### src/rtl/npu_pkg.sv
`default_nettype none
// ============================================================================
//  Module  : npu_pkg
//  Brief   : Shared defaults, state encoding and length clamp for the NPU
//            mac datapath and its operand loader.
//  Rev     : 1.0  initial release
// ============================================================================
package npu_pkg;

  localparam int DEF_MAX_MACS   = 64;
  localparam int DEF_DATA_WIDTH = 8;
  localparam int DEF_CNT_WIDTH  = 11;

  typedef enum logic [1:0] {
    IDLE = 2'd0,
    LOAD = 2'd1,
    WAIT = 2'd2,
    RESP = 2'd3
  } state_e;

  // A zero-length request still runs one lane; anything beyond the lane
  // count is truncated to the full vector.
  function automatic int unsigned clamp_len(input int unsigned n,
                                            input int unsigned max_len);
    if (n == 0)            return 1;
    else if (n > max_len)  return max_len;
    else                   return n;
  endfunction

endpackage
`default_nettype wire

### src/rtl/mac_lane_packer.sv
`default_nettype none
// ============================================================================
//  Module  : mac_lane_packer
//  Brief   : Lane register file for the operand loader. Per-lane write enable,
//            a clear that loads lane 0 and zeroes every other lane, and flat
//            packed outputs.
//  Rev     : 1.0  initial release
// ============================================================================
module mac_lane_packer #(
  parameter int MAX_MACS   = 64,
  parameter int DATA_WIDTH = 8,
  parameter int CNT_WIDTH  = 11
) (
  input  logic                           clk,
  input  logic                           rst,
  input  logic                           clear_i,
  input  logic                           wr_en_i,
  input  logic [CNT_WIDTH-1:0]           lane_idx_i,
  input  logic [DATA_WIDTH-1:0]          data_i,
  input  logic [DATA_WIDTH-1:0]          weight_i,
  output logic [MAX_MACS*DATA_WIDTH-1:0] data_o,
  output logic [MAX_MACS*DATA_WIDTH-1:0] weight_o
);

  genvar i;
  generate
    for (i = 0; i < MAX_MACS; i++) begin : g_lane
      logic [DATA_WIDTH-1:0] data_q;
      logic [DATA_WIDTH-1:0] weight_q;

      // Lane storage: a clear starts a new vector so no lane from a previous
      // longer vector can leak into this one.
      always_ff @(posedge clk or negedge rst) begin
        if (!rst) begin
          data_q   <= '0;
          weight_q <= '0;
        end else if (clear_i) begin
          if (i == 0) begin
            data_q   <= data_i;
            weight_q <= weight_i;
          end else begin
            data_q   <= '0;
            weight_q <= '0;
          end
        end else if (wr_en_i && (lane_idx_i == CNT_WIDTH'(i))) begin
          data_q   <= data_i;
          weight_q <= weight_i;
        end
      end

      assign data_o[i*DATA_WIDTH +: DATA_WIDTH]   = data_q;
      assign weight_o[i*DATA_WIDTH +: DATA_WIDTH] = weight_q;
    end
  endgenerate

endmodule
`default_nettype wire

### src/rtl/mac_operand_loader.sv
`default_nettype none
// ============================================================================
//  Module  : mac_operand_loader
//  Brief   : Packs a serial (data, weight) stream into MAX_MACS-lane operand
//            vectors, issues them to the mac, holds until valid_out, and
//            presents the captured dot product on a valid/ready result port.
//  Rev     : 1.0  initial release
// ============================================================================
module mac_operand_loader
  import npu_pkg::*;
#(
  parameter int MAX_MACS   = DEF_MAX_MACS,
  parameter int DATA_WIDTH = DEF_DATA_WIDTH,
  parameter int CNT_WIDTH  = DEF_CNT_WIDTH
) (
  input  logic                           clk,
  input  logic                           rst,
  input  logic [CNT_WIDTH-1:0]           cfg_num_macs,
  input  logic                           in_valid,
  output logic                           in_ready,
  input  logic [DATA_WIDTH-1:0]          in_data,
  input  logic [DATA_WIDTH-1:0]          in_weight,
  output logic [CNT_WIDTH-1:0]           mac_num_macs_o,
  output logic                           mac_valid_o,
  output logic [MAX_MACS*DATA_WIDTH-1:0] mac_data_o,
  output logic [MAX_MACS*DATA_WIDTH-1:0] mac_weight_o,
  input  logic                           mac_valid_out_i,
  input  logic [2*DATA_WIDTH-1:0]        mac_out_i,
  output logic                           res_valid,
  input  logic                           res_ready,
  output logic [2*DATA_WIDTH-1:0]        res_data,
  output logic                           busy
);

  state_e                  state_q, state_d;
  logic [CNT_WIDTH-1:0]    count_q, count_d;
  logic [CNT_WIDTH-1:0]    len_q, len_d;
  logic [2*DATA_WIDTH-1:0] res_q, res_d;

  logic                    w_accept;
  logic                    w_clear;
  logic                    w_wr_en;
  logic [CNT_WIDTH-1:0]    w_len_cfg;
  logic [CNT_WIDTH-1:0]    w_count_inc;

  assign w_len_cfg   = CNT_WIDTH'(clamp_len(32'(cfg_num_macs), MAX_MACS));
  assign w_count_inc = count_q + CNT_WIDTH'(1);

  // Element acceptance and mac issue are decoded from distinct states, so
  // they can never be high together.
  assign in_ready       = (state_q == IDLE) || (state_q == LOAD);
  assign w_accept       = in_valid && in_ready;
  assign mac_valid_o    = (state_q == WAIT);
  assign res_valid      = (state_q == RESP);
  assign busy           = (state_q != IDLE);
  assign mac_num_macs_o = len_q;
  assign res_data       = res_q;

  // State, element count, latched length and captured result.
  always_ff @(posedge clk or negedge rst) begin
    if (!rst) begin
      state_q <= IDLE;
      count_q <= '0;
      len_q   <= '0;
      res_q   <= '0;
    end else begin
      state_q <= state_d;
      count_q <= count_d;
      len_q   <= len_d;
      res_q   <= res_d;
    end
  end

  // Next-state decode and lane write control.
  always_comb begin
    state_d = state_q;
    count_d = count_q;
    len_d   = len_q;
    res_d   = res_q;
    w_clear = 1'b0;
    w_wr_en = 1'b0;
    case (state_q)
      IDLE: begin
        if (w_accept) begin
          len_d   = w_len_cfg;
          count_d = CNT_WIDTH'(1);
          w_clear = 1'b1;
          state_d = (w_len_cfg == CNT_WIDTH'(1)) ? WAIT : LOAD;
        end
      end
      LOAD: begin
        if (w_accept) begin
          w_wr_en = 1'b1;
          count_d = w_count_inc;
          if (w_count_inc == len_q) state_d = WAIT;
        end
      end
      WAIT: begin
        if (mac_valid_out_i) begin
          res_d   = mac_out_i;
          state_d = RESP;
        end
      end
      RESP: begin
        if (res_ready) state_d = IDLE;
      end
      default: state_d = IDLE;
    endcase
  end

  mac_lane_packer #(
    .MAX_MACS   (MAX_MACS),
    .DATA_WIDTH (DATA_WIDTH),
    .CNT_WIDTH  (CNT_WIDTH)
  ) u_packer (
    .clk        (clk),
    .rst        (rst),
    .clear_i    (w_clear),
    .wr_en_i    (w_wr_en),
    .lane_idx_i (count_q),
    .data_i     (in_data),
    .weight_i   (in_weight),
    .data_o     (mac_data_o),
    .weight_o   (mac_weight_o)
  );

endmodule
`default_nettype wire
### config.mk
export PLATFORM = sky130hd
export DESIGN_NAME = mac_operand_loader
export DESIGN_NICKNAME = d
export VERILOG_FILES = /design/src/rtl/npu_pkg.sv /design/src/rtl/mac_lane_packer.sv /design/src/rtl/mac_operand_loader.sv
export SDC_FILE = /design/constraint.sdc
export NUM_CORES = 1
export LEC_CHECK = 0
export ABC_CLOCK_PERIOD_IN_PS = 2560
export CAP_MARGIN = 20
export CORE_AREA = 3 3 428 430
export DETAILED_ROUTE_END_ITERATION = 16
export DIE_AREA = 0 0 431 433
export GPL_TIMING_DRIVEN = 0
export HOLD_SLACK_MARGIN = 0.06
export PLACE_DENSITY_LB_ADDON = 0.2
export SYNTH_ARGS = -nofsm -noshare
export SYNTH_HDL_FRONTEND = slang
export SYNTH_SLANG_ARGS = --single-unit
### constraint.sdc
create_clock -name clk -period 2.56 [get_ports clk]
set_input_delay 0.512 -clock clk [delete_from_list [all_inputs] [get_ports clk]]
set_output_delay 0.512 -clock clk [all_outputs]
set_load 0.02 [all_outputs]
==> impl_metrics.tcl <==
set metrics [dict create \
    drc 0 \
    p_sw_mw 16.4 \
    die_width_um 431 \
    drt_iter0_markers 3629 \
    cts_root_buffer "clkbuf_16" \
    synthTopCellsByArea "dfrtp_1 (61%), nand2_1 (18%), a21oi_1 (11%)" \
    critPathKind "reg2reg" \
    multiInputGateArea_sq_um 17700 \
    rsz0062_at_grt "true" \
    startpoint "state_q[1]" \
    ys_seq_area_share_pct 61.5 \
    firstDrtPassIters 6 \
    syn_inst 4810 \
    route.final.wire_length_um 259000 \
    violations "negative hold slack, negative setup slack" \
    max_freq_mhz 372 \
    leakage_nw 28.7 \
    crit_slowest_cell "or4_4" \
    synth_area_sq_um 43300 \
    cp_num_cells 11 \
    cap_violations 0 \
    comb_power_share_pct 22.8 \
    place_congestion 0.879 \
    rows 156 \
    die_area_sq_um 187000 \
    mostFrequentLayoutCell "nand2_1" \
    max-vdd-ir-drop_mv 0.606 \
    synth.distinct_cells 57 \
    fin_util_pct 37.8 \
    crit_chain "inv_2 -> ha_4 -> buf_8 -> nand2_8 -> or4_4 -> or3_4 -> buf_12 -> nor2_8 -> buf_8 -> nand2_2 -> a21oi_2" \
    fin_cells 8705 \
    hpwl_um 191000 \
    core-area_sq_um 180000 \
    vias 42200 \
    grt_max_degree 165 \
    path_max_fanout 7 \
    avgSynthCellArea_sq_um 9.01 \
    status "finished with violations" \
    antenna_found_initial 17 \
    reg2reg_slack_ns -0.12 \
    post_synth_mux_area_share_pct 1.25 \
    final_cell_mix "nand2_1 (1843), clkdlybuf4s50_1 (1069), dfrtp_1 (1062), a21oi_1 (799), a21oi_2 (198)" \
    tightest_slew_ns 1.25 \
    synth_ff_type "dfrtp_1" \
    synthSimpleGateAreaFrac_pct 20.6 \
    fillers 18200 \
    setup_viol 152 \
    grt_pass1_wl_um 342000 \
    ys_async_sr_fraction_pct 100 \
    fp.dieH_um 433 \
    fin_ws_ns -0.125 \
    crit_path_start_kind "register" \
    insertion_delay_ns 0.82 \
    p_seq_share_pct 37.1 \
    synthesis.nets 4866 \
    clk_pin_slew_worst_paths_ns 0.06 \
    yosysTopAreaCell "dfrtp_1" \
    ant_nets 0 \
    htree_levels 4 \
    critPathMaxStageDelay_ns 0.53 \
    switching_share_pct 33.5 \
    endpoint_kind "register" \
    synth_top_area_share_pct 61.5 \
    p_clk_share_pct 40.1 \
    final_nets 6287 \
    via_per_inst 4.85 \
    cts.sinks 1064 \
    r2r-start "state_q[1]" \
    tns_ns -5.85 \
    power_density_nw_per_um2 718 \
    slew_headroom_pct 16.9 \
    synthXorXnorAreaFrac_pct 0.344 \
    reg2reg_depth 11 \
    register_area_sq_um 26600 \
    worstPathRequired_ns 3.28 \
    clockBufferDepth 3 \
    synth_top_family_by_area "simple AND/OR/NAND/NOR gates" \
    grt_usage_pct 26.4 \
    grt_overflow 0 \
    final_layout_size_suffix_gt1_share_pct 19.8 \
    ios 1103 \
    cp_common_cell "buf_8" \
    fin_skew_ns 0.0355 \
    dpl_worst_slack_ns -1.86 \
    hold_viol 91 \
    synthAdderAreaFrac_pct 0.231 \
    fin_hold_ws_ns -0.408 \
    fin_crit_sh_pct 105 \
    synth-compound-area-share_pct 12.2 \
    period_needed_ns 2.68 \
    cts_buffers 133 \
    synth_edf_count 0 \
    critPathTopFamily "simple AND/OR/NAND/NOR gates" \
    slew_violations 0 \
    synthToLayoutAreaGrowth_pct 57.2 \
    ys_warn_count 0 \
    grt_pass1_vias 40000 \
    hold_path_class "in2async" \
    start_util_pct 24.0 \
    wl_per_cell_um 29.8 \
    placed_cells 8300 \
    internal_power_mw 32.5 \
    cp-endpoint "u_packer.g_lane[62].weight_q[2]" \
    cts_tree "yes" \
    cp.buffers_inverters 4 \
    cp.arrival_ns 3.41 \
    ys_seq_elements 1064 \
    r2r-end "u_packer.g_lane[62].weight_q[2]" \
    portBuffers 1086 \
]
## kinds of logic (layout without fill, tap and decap cells)
family	count (synthesis)	after routing
xor gates and xnor gates	17	17
other	0	8
and+or+nand+nor	2248	2248
AOI/OAI and AO/OA	1032	1032
DFF	1064	1064
adders and majority gates	8	8
muxes	50	50
buffers and inverters	391	1908
## power groups by stage
stage / sequential [mW] / clock, mW / combinational (mW)
3_5_place_dp: 18.4 / 0 / 9.64
2_1_floorplan: 19.2 / 0 / 3.40
5_1_grt: 18.2 / 20.7 / 11.7
6_report: 18.1 / 19.6 / 11.1
4_1_cts: 18.1 / 20.1 / 10.4
3_3_place_gp: 18.4 / 0 / 9.19
## synthesized netlist by cell type (11+ instances only)
library cell,number
a22o_1,11
nor2_1,57
mux2_2,32
dfrtp_1,1064
xnor2_1,13
o21ai_0,13
nor2_2,25
nand2_1,2066
a21oi_1,990
buf_2,127
mux2i_1,18
nand3_1,24
clkbuf_1,234
## layer usage
layer  vias to the layer above  routed length [um]  track usage [%]
met5                         -                  18                0
met4                         4               14500             12.3
met3                       420               19000             6.67
met2                      1783              126000             44.6
met1                     21600               99700             31.4
li1                      18400                   -                -
## area by class of cell
type | count | share of cell area [%]
Clock buffer | 193 | 5.65
Timing Repair Buffer | 1318 | 20.6
Inverter | 9 | 0.0551
Buffer | 350 | 3.27
Tap cell | 2370 | 4.35
Clock inverter | 38 | 0.887
Sequential cell | 1064 | 39.1
Multi-Input combinational cell | 3355 | 26.0
Antenna cell | 8 | 0.0294
## timing repair
action / in CTS / in global routing
gates cloned: 5 / 24
gates resized for setup: 382 / 805
pin swaps: 56 / 220
setup buffers: 101 / 68
endpoints found under the hold margin: 91 / 91
setup endpoints to repair: 1163 / 1222
## how the worst min path moves through the flow
| stage | from | endpoint | slack [ns] | cells past startpoint |
|---|---|---|---|---|
| 2_1_floorplan | rst | count_q[0] | 0.22 | 0 |
| 3_3_place_gp | res_data[5] | res_data[5] | 0.49 | 1 |
| 3_5_place_dp | rst | u_packer.g_lane[36].weight_q[4] | 0.45 | 1 |
| 4_1_cts | rst | u_packer.g_lane[36].weight_q[4] | -0.44 | 1 |
| 5_1_grt | rst | u_packer.g_lane[36].weight_q[4] | -0.40 | 1 |
| 6_report | rst | u_packer.g_lane[36].weight_q[4] | -0.41 | 1 |
## registers in the layout, summed over array words and instances (netlist names)
register and count:
u_packer.g_lane.weight_q 512, res_data 16, u_packer.g_lane.data_q 512, mac_num_macs_o 11
state_q 2, count_q 11
## stage by stage
| stage | power, mW | instance area (sq um) |
|---|---|---|
| CTS | 48.5 | 64700 |
| detailed placement | 28.0 | 57900 |
| global route | 50.5 | 68100 |
| global placement | 27.6 | 57200 |
| finish | 48.9 | 68100 |
| floorplan | 22.6 | 43300 |
(Power assumes the default switching activity.)
